### config.mk
export PLATFORM = sky130hd
export DESIGN_NAME = mac_dot_seq_flat
export DESIGN_NICKNAME = d
export VERILOG_FILES = /design/src/rtl/mac_dot_seq_if.sv /design/src/rtl/mac_dot_seq.sv /design/src/flat_wrapper.sv
export SDC_FILE = /design/constraint.sdc
export NUM_CORES = 1
export LEC_CHECK = 0
export CAP_MARGIN = 20
export CORE_ASPECT_RATIO = 0.6
export CORE_MARGIN = 2
export CORE_UTILIZATION = 35
export CTS_BUF_LIST = sky130_fd_sc_hd__clkbuf_16
export CTS_CLUSTER_SIZE = 30
export DETAILED_ROUTE_END_ITERATION = 16
export PLACE_DENSITY = 0.58
export SYNTH_ARGS = -nofsm -noshare
export SYNTH_HDL_FRONTEND = slang
export SYNTH_SLANG_ARGS = --single-unit
### constraint.sdc
create_clock -name clk -period 2.45 [get_ports clk]
set_input_delay 0.49 -clock clk [delete_from_list [all_inputs] [get_ports clk]]
set_output_delay 0.49 -clock clk [all_outputs]
set_load 0.005 [all_outputs]
### src/rtl/mac_dot_seq_if.sv
// MAC-side handshake bundle: the sequencer drives operands and the en request,
// the MAC answers with done and its result.
interface mac_dot_seq_if #(
    parameter int A_BITWIDTH   = 8,
    parameter int OUT_BITWIDTH = 20,
    parameter int C_BITWIDTH   = OUT_BITWIDTH - 1
);
    logic                           mac_en;
    logic                           mac_add;
    logic signed [A_BITWIDTH-1:0]   mac_data_a;
    logic signed [A_BITWIDTH-1:0]   mac_data_b;
    logic signed [C_BITWIDTH-1:0]   mac_data_c;
    logic                           mac_done;
    logic signed [OUT_BITWIDTH-1:0] mac_out;

    // Sequencer side (initiator of the en/done handshake)
    modport master (
        output mac_en, mac_add, mac_data_a, mac_data_b, mac_data_c,
        input  mac_done, mac_out
    );

    // MAC side (responder)
    modport slave (
        input  mac_en, mac_add, mac_data_a, mac_data_b, mac_data_c,
        output mac_done, mac_out
    );
endinterface

### src/rtl/mac_dot_seq.sv
// Dot-product sequencer: walks a VEC_LEN operand buffer through one external
// MAC, feeding every partial sum back as the next addend (clipped to the addend
// width), and returns bias + sum(a[i]*b[i]) on the result port.
module mac_dot_seq #(
    parameter int A_BITWIDTH   = 8,
    parameter int OUT_BITWIDTH = 20,
    parameter int C_BITWIDTH   = OUT_BITWIDTH - 1,
    parameter int VEC_LEN      = 4,
    parameter int IDX_W        = 2,
    parameter int TIMEOUT      = 64
) (
    input  logic                           clk,
    input  logic                           rstn,
    input  logic                           wr_en,
    input  logic [IDX_W-1:0]               wr_idx,
    input  logic signed [A_BITWIDTH-1:0]   wr_a,
    input  logic signed [A_BITWIDTH-1:0]   wr_b,
    input  logic signed [C_BITWIDTH-1:0]   bias,
    input  logic                           start,
    output logic                           busy,
    output logic                           result_valid,
    output logic signed [OUT_BITWIDTH-1:0] result,
    output logic                           sat,
    output logic                           err,
    mac_dot_seq_if.master                  mac
);

    localparam int TIMER_W = $clog2(TIMEOUT + 1);
    localparam logic [TIMER_W-1:0] TIMER_LAST = TIMER_W'(TIMEOUT - 1);
    localparam logic [IDX_W-1:0]   IDX_LAST   = IDX_W'(VEC_LEN - 1);

    // Addend range expressed at MAC output width so the compare is sign-correct
    localparam logic signed [OUT_BITWIDTH-1:0] C_MAX = OUT_BITWIDTH'(2 ** (C_BITWIDTH - 1) - 1);
    localparam logic signed [OUT_BITWIDTH-1:0] C_MIN = ~C_MAX;

    typedef enum logic [1:0] {
        S_IDLE,
        S_ISSUE,
        S_RELEASE,
        S_FINISH
    } state_t;

    state_t                         state_reg;
    logic [IDX_W-1:0]               idx_reg;
    logic [TIMER_W-1:0]             timer_reg;
    logic signed [C_BITWIDTH-1:0]   addend_reg;
    logic signed [OUT_BITWIDTH-1:0] acc_reg;
    logic                           busy_reg;
    logic                           result_valid_reg;
    logic signed [OUT_BITWIDTH-1:0] result_reg;
    logic                           sat_reg;
    logic                           err_reg;
    logic                           mac_en_reg;
    logic signed [A_BITWIDTH-1:0]   data_a_reg;
    logic signed [A_BITWIDTH-1:0]   data_b_reg;
    logic signed [C_BITWIDTH-1:0]   data_c_reg;

    logic signed [A_BITWIDTH-1:0]   op_a_reg [VEC_LEN];
    logic signed [A_BITWIDTH-1:0]   op_b_reg [VEC_LEN];
    logic [VEC_LEN-1:0]             slot_wr;

    logic [IDX_W-1:0]               fetch_idx;
    logic signed [A_BITWIDTH-1:0]   fetch_a;
    logic signed [A_BITWIDTH-1:0]   fetch_b;
    logic                           clip_hi;
    logic                           clip_lo;
    logic signed [C_BITWIDTH-1:0]   addend_next;

    // Per-slot write strobes; out-of-range indices match no slot and are dropped
    generate
        for (genvar gi = 0; gi < VEC_LEN; gi++) begin : g_slot_wr
            assign slot_wr[gi] = (state_reg == S_IDLE) && wr_en && (wr_idx == IDX_W'(gi));
        end
    endgenerate

    // Operand buffer: written only while idle, cleared by reset
    always_ff @(posedge clk or negedge rstn) begin
        if (!rstn) begin
            for (int i = 0; i < VEC_LEN; i++) begin
                op_a_reg[i] <= '0;
                op_b_reg[i] <= '0;
            end
        end else begin
            for (int i = 0; i < VEC_LEN; i++) begin
                if (slot_wr[i]) begin
                    op_a_reg[i] <= wr_a;
                    op_b_reg[i] <= wr_b;
                end
            end
        end
    end

    // Operands for the next issue; a write coinciding with start is forwarded
    always_comb begin
        fetch_idx = (state_reg == S_IDLE) ? '0 : idx_reg + IDX_W'(1);
        fetch_a   = '0;
        fetch_b   = '0;
        for (int i = 0; i < VEC_LEN; i++) begin
            if (fetch_idx == IDX_W'(i)) begin
                fetch_a = op_a_reg[i];
                fetch_b = op_b_reg[i];
            end
        end
        if (state_reg == S_IDLE && wr_en && wr_idx == '0) begin
            fetch_a = wr_a;
            fetch_b = wr_b;
        end
    end

    // Clip the MAC result into the addend range before feeding it back
    always_comb begin
        clip_hi = mac.mac_out > C_MAX;
        clip_lo = mac.mac_out < C_MIN;
        if (clip_hi) begin
            addend_next = C_MAX[C_BITWIDTH-1:0];
        end else if (clip_lo) begin
            addend_next = C_MIN[C_BITWIDTH-1:0];
        end else begin
            addend_next = mac.mac_out[C_BITWIDTH-1:0];
        end
    end

    // Sequencer FSM with registered MAC-side and result outputs
    always_ff @(posedge clk or negedge rstn) begin
        if (!rstn) begin
            state_reg        <= S_IDLE;
            idx_reg          <= '0;
            timer_reg        <= '0;
            addend_reg       <= '0;
            acc_reg          <= '0;
            busy_reg         <= 1'b0;
            result_valid_reg <= 1'b0;
            result_reg       <= '0;
            sat_reg          <= 1'b0;
            err_reg          <= 1'b0;
            mac_en_reg       <= 1'b0;
            data_a_reg       <= '0;
            data_b_reg       <= '0;
            data_c_reg       <= '0;
        end else begin
            result_valid_reg <= 1'b0;
            case (state_reg)
                S_IDLE: begin
                    if (start) begin
                        addend_reg <= bias;
                        acc_reg    <= '0;
                        idx_reg    <= '0;
                        timer_reg  <= '0;
                        sat_reg    <= 1'b0;
                        err_reg    <= 1'b0;
                        busy_reg   <= 1'b1;
                        mac_en_reg <= 1'b1;
                        data_a_reg <= fetch_a;
                        data_b_reg <= fetch_b;
                        data_c_reg <= bias;
                        state_reg  <= S_ISSUE;
                    end
                end
                S_ISSUE: begin
                    if (mac.mac_done) begin
                        acc_reg    <= mac.mac_out;
                        addend_reg <= addend_next;
                        if (clip_hi || clip_lo) begin
                            sat_reg <= 1'b1;
                        end
                        mac_en_reg <= 1'b0;
                        timer_reg  <= '0;
                        state_reg  <= S_RELEASE;
                    end else if (timer_reg == TIMER_LAST) begin
                        mac_en_reg       <= 1'b0;
                        err_reg          <= 1'b1;
                        result_reg       <= acc_reg;
                        result_valid_reg <= 1'b1;
                        state_reg        <= S_FINISH;
                    end else begin
                        timer_reg <= timer_reg + TIMER_W'(1);
                    end
                end
                S_RELEASE: begin
                    if (!mac.mac_done) begin
                        if (idx_reg == IDX_LAST) begin
                            result_reg       <= acc_reg;
                            result_valid_reg <= 1'b1;
                            state_reg        <= S_FINISH;
                        end else begin
                            idx_reg    <= idx_reg + IDX_W'(1);
                            timer_reg  <= '0;
                            mac_en_reg <= 1'b1;
                            data_a_reg <= fetch_a;
                            data_b_reg <= fetch_b;
                            data_c_reg <= addend_reg;
                            state_reg  <= S_ISSUE;
                        end
                    end else if (timer_reg == TIMER_LAST) begin
                        err_reg          <= 1'b1;
                        result_reg       <= acc_reg;
                        result_valid_reg <= 1'b1;
                        state_reg        <= S_FINISH;
                    end else begin
                        timer_reg <= timer_reg + TIMER_W'(1);
                    end
                end
                S_FINISH: begin
                    // result_valid cycle: busy still high here, drops next cycle
                    busy_reg  <= 1'b0;
                    state_reg <= S_IDLE;
                end
                default: begin
                    state_reg <= S_IDLE;
                end
            endcase
        end
    end

    assign busy           = busy_reg;
    assign result_valid   = result_valid_reg;
    assign result         = result_reg;
    assign sat            = sat_reg;
    assign err            = err_reg;
    assign mac.mac_en     = mac_en_reg;
    assign mac.mac_add    = 1'b0;
    assign mac.mac_data_a = data_a_reg;
    assign mac.mac_data_b = data_b_reg;
    assign mac.mac_data_c = data_c_reg;

endmodule
### src/flat_wrapper.sv
// flat-port wrapper written by rule: the top's interface ports become plain ports
module mac_dot_seq_flat 
#(
    parameter int A_BITWIDTH   = 8,
    parameter int OUT_BITWIDTH = 20,
    parameter int C_BITWIDTH   = OUT_BITWIDTH - 1,
    parameter int VEC_LEN      = 4,
    parameter int IDX_W        = 2,
    parameter int TIMEOUT      = 64
)
  (clk, rstn, wr_en, wr_idx, wr_a, wr_b, bias, start, busy, result_valid, result, sat, err, mac_mac_en, mac_mac_add, mac_mac_data_a, mac_mac_data_b, mac_mac_data_c, mac_mac_done, mac_mac_out);
  mac_dot_seq_if #(.A_BITWIDTH(A_BITWIDTH), .OUT_BITWIDTH(OUT_BITWIDTH), .C_BITWIDTH(C_BITWIDTH)) mac_i ();
  input  logic clk;
  input  logic rstn;
  input  logic wr_en;
  input  logic [IDX_W-1:0] wr_idx;
  input  logic signed [A_BITWIDTH-1:0] wr_a;
  input  logic signed [A_BITWIDTH-1:0] wr_b;
  input  logic signed [C_BITWIDTH-1:0] bias;
  input  logic start;
  output logic busy;
  output logic result_valid;
  output logic signed [OUT_BITWIDTH-1:0] result;
  output logic sat;
  output logic err;
  output wire logic [$bits(mac_i.mac_en)-1:0] mac_mac_en;
  output wire logic [$bits(mac_i.mac_add)-1:0] mac_mac_add;
  output wire logic [$bits(mac_i.mac_data_a)-1:0] mac_mac_data_a;
  output wire logic [$bits(mac_i.mac_data_b)-1:0] mac_mac_data_b;
  output wire logic [$bits(mac_i.mac_data_c)-1:0] mac_mac_data_c;
  input wire logic [$bits(mac_i.mac_done)-1:0] mac_mac_done;
  input wire logic [$bits(mac_i.mac_out)-1:0] mac_mac_out;
  assign mac_mac_en = mac_i.mac_en;
  assign mac_mac_add = mac_i.mac_add;
  assign mac_mac_data_a = mac_i.mac_data_a;
  assign mac_mac_data_b = mac_i.mac_data_b;
  assign mac_mac_data_c = mac_i.mac_data_c;
  assign mac_i.mac_done = mac_mac_done;
  assign mac_i.mac_out = mac_mac_out;
  mac_dot_seq #(.A_BITWIDTH(A_BITWIDTH), .OUT_BITWIDTH(OUT_BITWIDTH), .C_BITWIDTH(C_BITWIDTH), .VEC_LEN(VEC_LEN), .IDX_W(IDX_W), .TIMEOUT(TIMEOUT)) u_core (.clk(clk), .rstn(rstn), .wr_en(wr_en), .wr_idx(wr_idx), .wr_a(wr_a), .wr_b(wr_b), .bias(bias), .start(start), .busy(busy), .result_valid(result_valid), .result(result), .sat(sat), .err(err), .mac(mac_i));
endmodule
* Yosys cells after proc, flatten, opt, wreduce, memory -nomap -nowiden
Index checks and enable logic that the tools add are counted.
** Word-level totals
- Bits in registers :: 174
- Bits of input ports :: 62
- Output and inout bits :: 61
** Cells by class
- Add/sub/neg operators :: 2
- Magnitude comparators :: 2
- Equality and inequality tests :: 21
- Muxes and demuxes :: 71
- Reduce and logical (&&, ||, !) cells :: 22
** Operators by type and width (count)
- 8-bit two-way mux :: 16
- 20-bit two-way mux :: 6
- 19-bit two-way mux :: 6
- 20-bit case mux with 2 select lines :: 2
- 19-bit case mux with 2 select lines :: 2
- 7-bit two-way mux :: 5
- 8-bit case mux with 2 select lines :: 2
- 7-bit case mux with 3 select lines :: 1
- 20-bit by 19-bit > comparator with 1-bit output (second input constant) :: 1
- 20-bit by 19-bit less-than comparator with 1-bit output (second input constant) :: 1
- 2-bit two-way mux :: 9
- 1-bit two-way mux :: 15
- 2-bit equality test (second input constant) :: 7
- 2-bit inequality test (second input constant) :: 6
- 4-bit AND reduction :: 3
- 3-bit AND reduction :: 3
- 2-bit case mux with 4 select lines :: 1
- 2-bit nonzero test :: 4
- 7-bit by 1-bit adder with 7-bit output (second input constant) :: 1
- 7-bit by 6-bit equality test with 1-bit output (second input constant) :: 1
- 2-bit by 1-bit equality test with 1-bit output (second input constant) :: 3
- 2-bit logical NOT :: 3
- 3-bit by 2-bit inequality test with 1-bit output (second input constant) :: 2
- 1-bit case mux with 2 select lines :: 3
- other kinds (10) :: 15

* Depth between registers and ports, before layout
- Depth after elaboration :: 11
- Depth in mapped cells :: 9
- Gate-level depth less buffers :: 6

* Worst setup path before layout
No wires, ideal clock.
- Path type :: register -> register
- From :: reg u_core.state_reg[0]
- To :: reg u_core.timer_reg[5]
- Library setup time :: 0.125 ns
- Arrival time :: 1.979 ns
- Required time :: 2.325 ns
- Slack :: 0.346 ns
- Stages on the path, launching flop included :: 9
- Path buffers :: 2
- Clock period less this slack :: 2.104 ns
- Path through :: dfrtp_1 -> inv_1 -> ha_1 -> buf_6 -> and3b_4 -> or3_1 -> buf_2 -> nor4_1 -> mux2_2
** Between the ends
- Cells in the longest elaborated chain, start to end :: 3
** Ends and longest elaborated chain
- start: declaration :: line mac_dot_seq.sv:43 : state_t state_reg;
- start signal: assignment :: line mac_dot_seq.sv:126 : state_reg <= S_IDLE;
- start signal: assignment :: line mac_dot_seq.sv:156 : state_reg <= S_ISSUE;
- start signal: assignment :: line mac_dot_seq.sv:168 : state_reg <= S_RELEASE;
- 2-bit equality test (tied with other cells) :: line mac_dot_seq.sv:142 : case (state_reg)
- 3-bit inequality test (no line) (tied with other cells)
- 3-bit AND reduction (no line)
- end signal: assignment :: line mac_dot_seq.sv:176 : timer_reg <= timer_reg + TIMER_W'(1);
- end signal: assignment :: line mac_dot_seq.sv:200 : timer_reg <= timer_reg + TIMER_W'(1);
- end: declaration :: line mac_dot_seq.sv:45 : logic [TIMER_W-1:0] timer_reg;
Parallel ways exist; a longest one is shown, timed or not.
A chain may end at the register's enable or synchronous reset.

* Final worst setup path
- From :: reg u_core.state_reg[1]
- To :: reg u_core.data_a_reg[1], in the netlist u_core.mac.mac_data_a[1]
** Between the ends
- Cells in the longest elaborated chain, start to end :: 11
** Ends and longest elaborated chain
- 2-bit logical NOT :: line mac_dot_seq.sv:95, mac_dot_seq.sv:104, mac_dot_seq.sv:142
- 2-bit two-way mux :: line mac_dot_seq.sv:95 : fetch_idx = (state_reg == S_IDLE) ? '0 : idx_reg + IDX_W'(1);
- 2-bit logical NOT :: line mac_dot_seq.sv:99 : if (fetch_idx == IDX_W'(i)) begin
- 8-bit two-way mux (4 in series) :: line mac_dot_seq.sv:99
- 8-bit two-way mux :: line mac_dot_seq.sv:104 : if (state_reg == S_IDLE && wr_en && wr_idx == '0) begin
- 8-bit two-way mux :: line mac_dot_seq.sv:181 : if (idx_reg == IDX_LAST) begin
- 8-bit two-way mux :: line mac_dot_seq.sv:180 : if (!mac.mac_done) begin
- 8-bit case mux with 2 select lines :: line mac_dot_seq.sv:142
- end signal: assignment :: line mac_dot_seq.sv:153 : data_a_reg <= fetch_a;
- end signal: assignment :: line mac_dot_seq.sv:189 : data_a_reg <= fetch_a;
- end: declaration :: line mac_dot_seq.sv:54 : logic signed [A_BITWIDTH-1:0] data_a_reg;
Parallel ways exist; a longest one is shown, timed or not. The select of a mux whose other input is x is not followed.

==> flow_metrics.py <==
metrics = {
    "timing": {
        "fin_crit_sh_pct": 90.9,
        "finClkSkew_ns": 0.0116,
        "slew_viol_final": 0,
        "layout_min_cycle_time_ns": 2.23,
        "finalSetupViolations": 0,
        "max_freq_ghz": 0.449,
        "max-slew-margin-rel_pct": 59.4,
        "layout_setup_ws_ns": 0.223,
        "holdWs_ns": 0.0238,
        "worstMarginPinSlew_ns": 0.607,
        "finalSetupTns_ns": 0,
        "hold_viol_final": 0,
        "rsz0062_at_grt": "no",
    },
    "routing": {
        "vias": 5792,
        "drtAntennaViolNets": 0,
        "drt-total-wl_mm": 20.2,
        "drtPass1Iterations": 5,
        "drt-initial-drc-count": 338,
        "drc": 0,
        "wire_per_inst_um": 18.2,
        "viasPerCell": 5.24,
    },
    "die": {
        "start_util_pct": 36.1,
        "die_w_um": 195,
        "core-area_mm2": 0.0213,
        "rows": 41,
        "dieArea_mm2": 0.0232,
        "die_h_um": 119,
        "io_pins": 123,
    },
    "cts": {
        "clock-root-buffer": "clkbuf_16",
        "post-cts-setup-buffers": 0,
        "cts_buffers": 17,
        "h-tree-depth": 4,
        "worstSkewPairLatency_ns": 0.44,
        "clkSlewWorstSetupHoldPaths_ns": 0.07,
        "clockBufferDepth": 2,
        "cts.sinks": 174,
        "cts_tree": "built",
    },
    "outcome": {
        "outcome": "completed",
    },
    "run": {
        "max-cap-violations": 0,
    },
    "worst_hold_path": {
        "hp-class": "in2async",
    },
    "final_layout": {
        "mostFrequentLayoutCells": "174 x dfrtp_1, 120 x clkdlybuf4s50_1, 66 x mux2_2",
        "layout_commonest_cell": "dfrtp_1",
        "final_nets": 881,
        "final_layout_size_suffix_gt1_share_pct": 17.2,
        "syn2layout_area_growth_pct": 30.8,
        "post-route-util_pct": 47.2,
    },
    "worst_setup_path": {
        "critical_path_class": "reg2reg",
        "cp_data_required_time_ns": 2.81,
        "worstReg2RegStart": "u_core.state_reg[1]",
        "crit_fanout": 24,
        "crit_arrival_ns": 2.58,
        "reg2reg_slack_ns": 0.22,
        "worst_r2r_path_depth": 9,
        "crit_start": "u_core.state_reg[1]",
        "crit_path_start_kind": "flip-flop",
        "critPathCaptureType": "flip-flop",
        "timing.rr.end": "u_core.mac.mac_data_a[1]",
    },
    "synthesis": {
        "synth_warnings": 0,
        "ys_types": 48,
        "synth.yosys.seq_area_share_pct": 56.7,
        "synthCells": 682,
        "ys.flop_type": "dfrtp_1",
        "syn_area_per_cell_um2": 11.3,
        "ys_async_sr_fraction_pct": 100,
        "ys_ff_latch": 174,
        "synth-edff-count": 0,
        "synthTopCellsByArea": "dfrtp_1 57%, mux2_2 9.7%, mux2i_1 4.4%",
        "syn-cell-area_mm2": 0.00768,
        "synth_top_area_cell": "dfrtp_1",
        "syn_nets": 750,
        "yosysTopAreaCellShare_pct": 56.7,
    },
    "global_route": {
        "grt_overflow_total": 0,
        "antenna_found_initial": 1,
        "first_global_vias": 6127,
        "grt_max_degree": 60,
        "grt_pass1_wl_mm": 33.2,
        "grt_util_all_layers_pct": 18.3,
    },
    "placed_design": {
        "place_congestion": 0.792,
        "io_buffers": 121,
        "place_ws_ns": 0.00400,
        "hpwl_mm": 13.9,
    },
    "pwr": {
        "ir_drop_v": 0.000673,
        "p_per_area_mw_per_mm2": 1250,
        "power.leakage_nw": 4.35,
    },
}
-- cell usage after synthesis (16+ instances only) --
master and instances:
nand2_1 60, mux2i_1 34, mux2_2 66, a22o_1 22, a21oi_1 35, a22oi_1 18
dfrtp_1 174, clkbuf_1 32, inv_1 24, o21ai_0 31, nor2_1 63, a31oi_1 16
-- metal layers --
layer / global-route usage [%] / wire, µm
met1: 26.2 / 10100
met2: 27.4 / 8930
met3: 5.31 / 1030
met4: 4.25 / 117
met5: 0 / 0
-- power breakdown --
group | internal, mW | switching, mW
clock network | 1.65 | 1.24
registers | 4.04 | 0.623
logic | 2.44 | 2.57
-- cell type report --
class,count,area [µm²]
fillers,1899,11200
multi-input cells,439,3070
inverters,24,90.1
clock buffers,17,425
repair buffers,157,1560
well taps,279,349
clock inverters,15,199
flip-flops and latches,174,4350
diodes,1,2.50
-- critical path, stage by stage (launching register included) --
cell	delay [ns]
dfrtp_1	0.42
inv_1	0.11
ha_1	0.49
buf_4	0.24
nor2_1	0.08
nor3_4	0.23
buf_12	0.19
buf_12	0.18
nor2_1	0.05
a31oi_1	0.14
-- repair_timing --
| action | 4_1_cts | 5_1_grt |
|---|---|---|
| hold buffers | 0 | 0 |
| resized for setup | 0 | 1 |
| setup endpoints to repair | 0 | 1 |
-- per-stage QoR --
| step | total power [mW] | cells | cell area (µm²) |
|---|---|---|---|
| final | 12.6 | 1106 | 10000 |
| after global routing | 13.5 | 1105 | 10000 |
| after CTS | 12.6 | 1104 | 10000 |
| after detailed placement | 9.71 | 1072 | 9410 |
| after global placement | 9.46 | 1072 | 9410 |
| after floorplan | 7.58 | 682 | 7680 |
-- worst max path at each step --
| stage | slack [ns] | depth (start not counted) | to |
|---|---|---|---|
| 6_report | 0.22 | 9 | u_core.mac.mac_data_a[1] |
| 5_1_grt | 0.02 | 9 | u_core.mac.mac_data_b[6] |
| 4_1_cts | 0.22 | 5 | u_core.mac.mac_data_a[0] |
| 3_5_place_dp | 0.004 | 5 | u_core.timer_reg[5] |
| 3_3_place_gp | 0.07 | 5 | u_core.timer_reg[5] |
| 2_1_floorplan | 0.35 | 8 | u_core.timer_reg[5] |
-- kinds of logic after synthesis --
kind of cell,synth area share [%]
flops,56.7
compound gates,14.5
simple gates,9.23
mux,14.8
buf+inv,3.65
fa+ha+maj,0.977
other cells,0.0488
xor+xnor,0.114
Power figures use the tool's default switching activity.
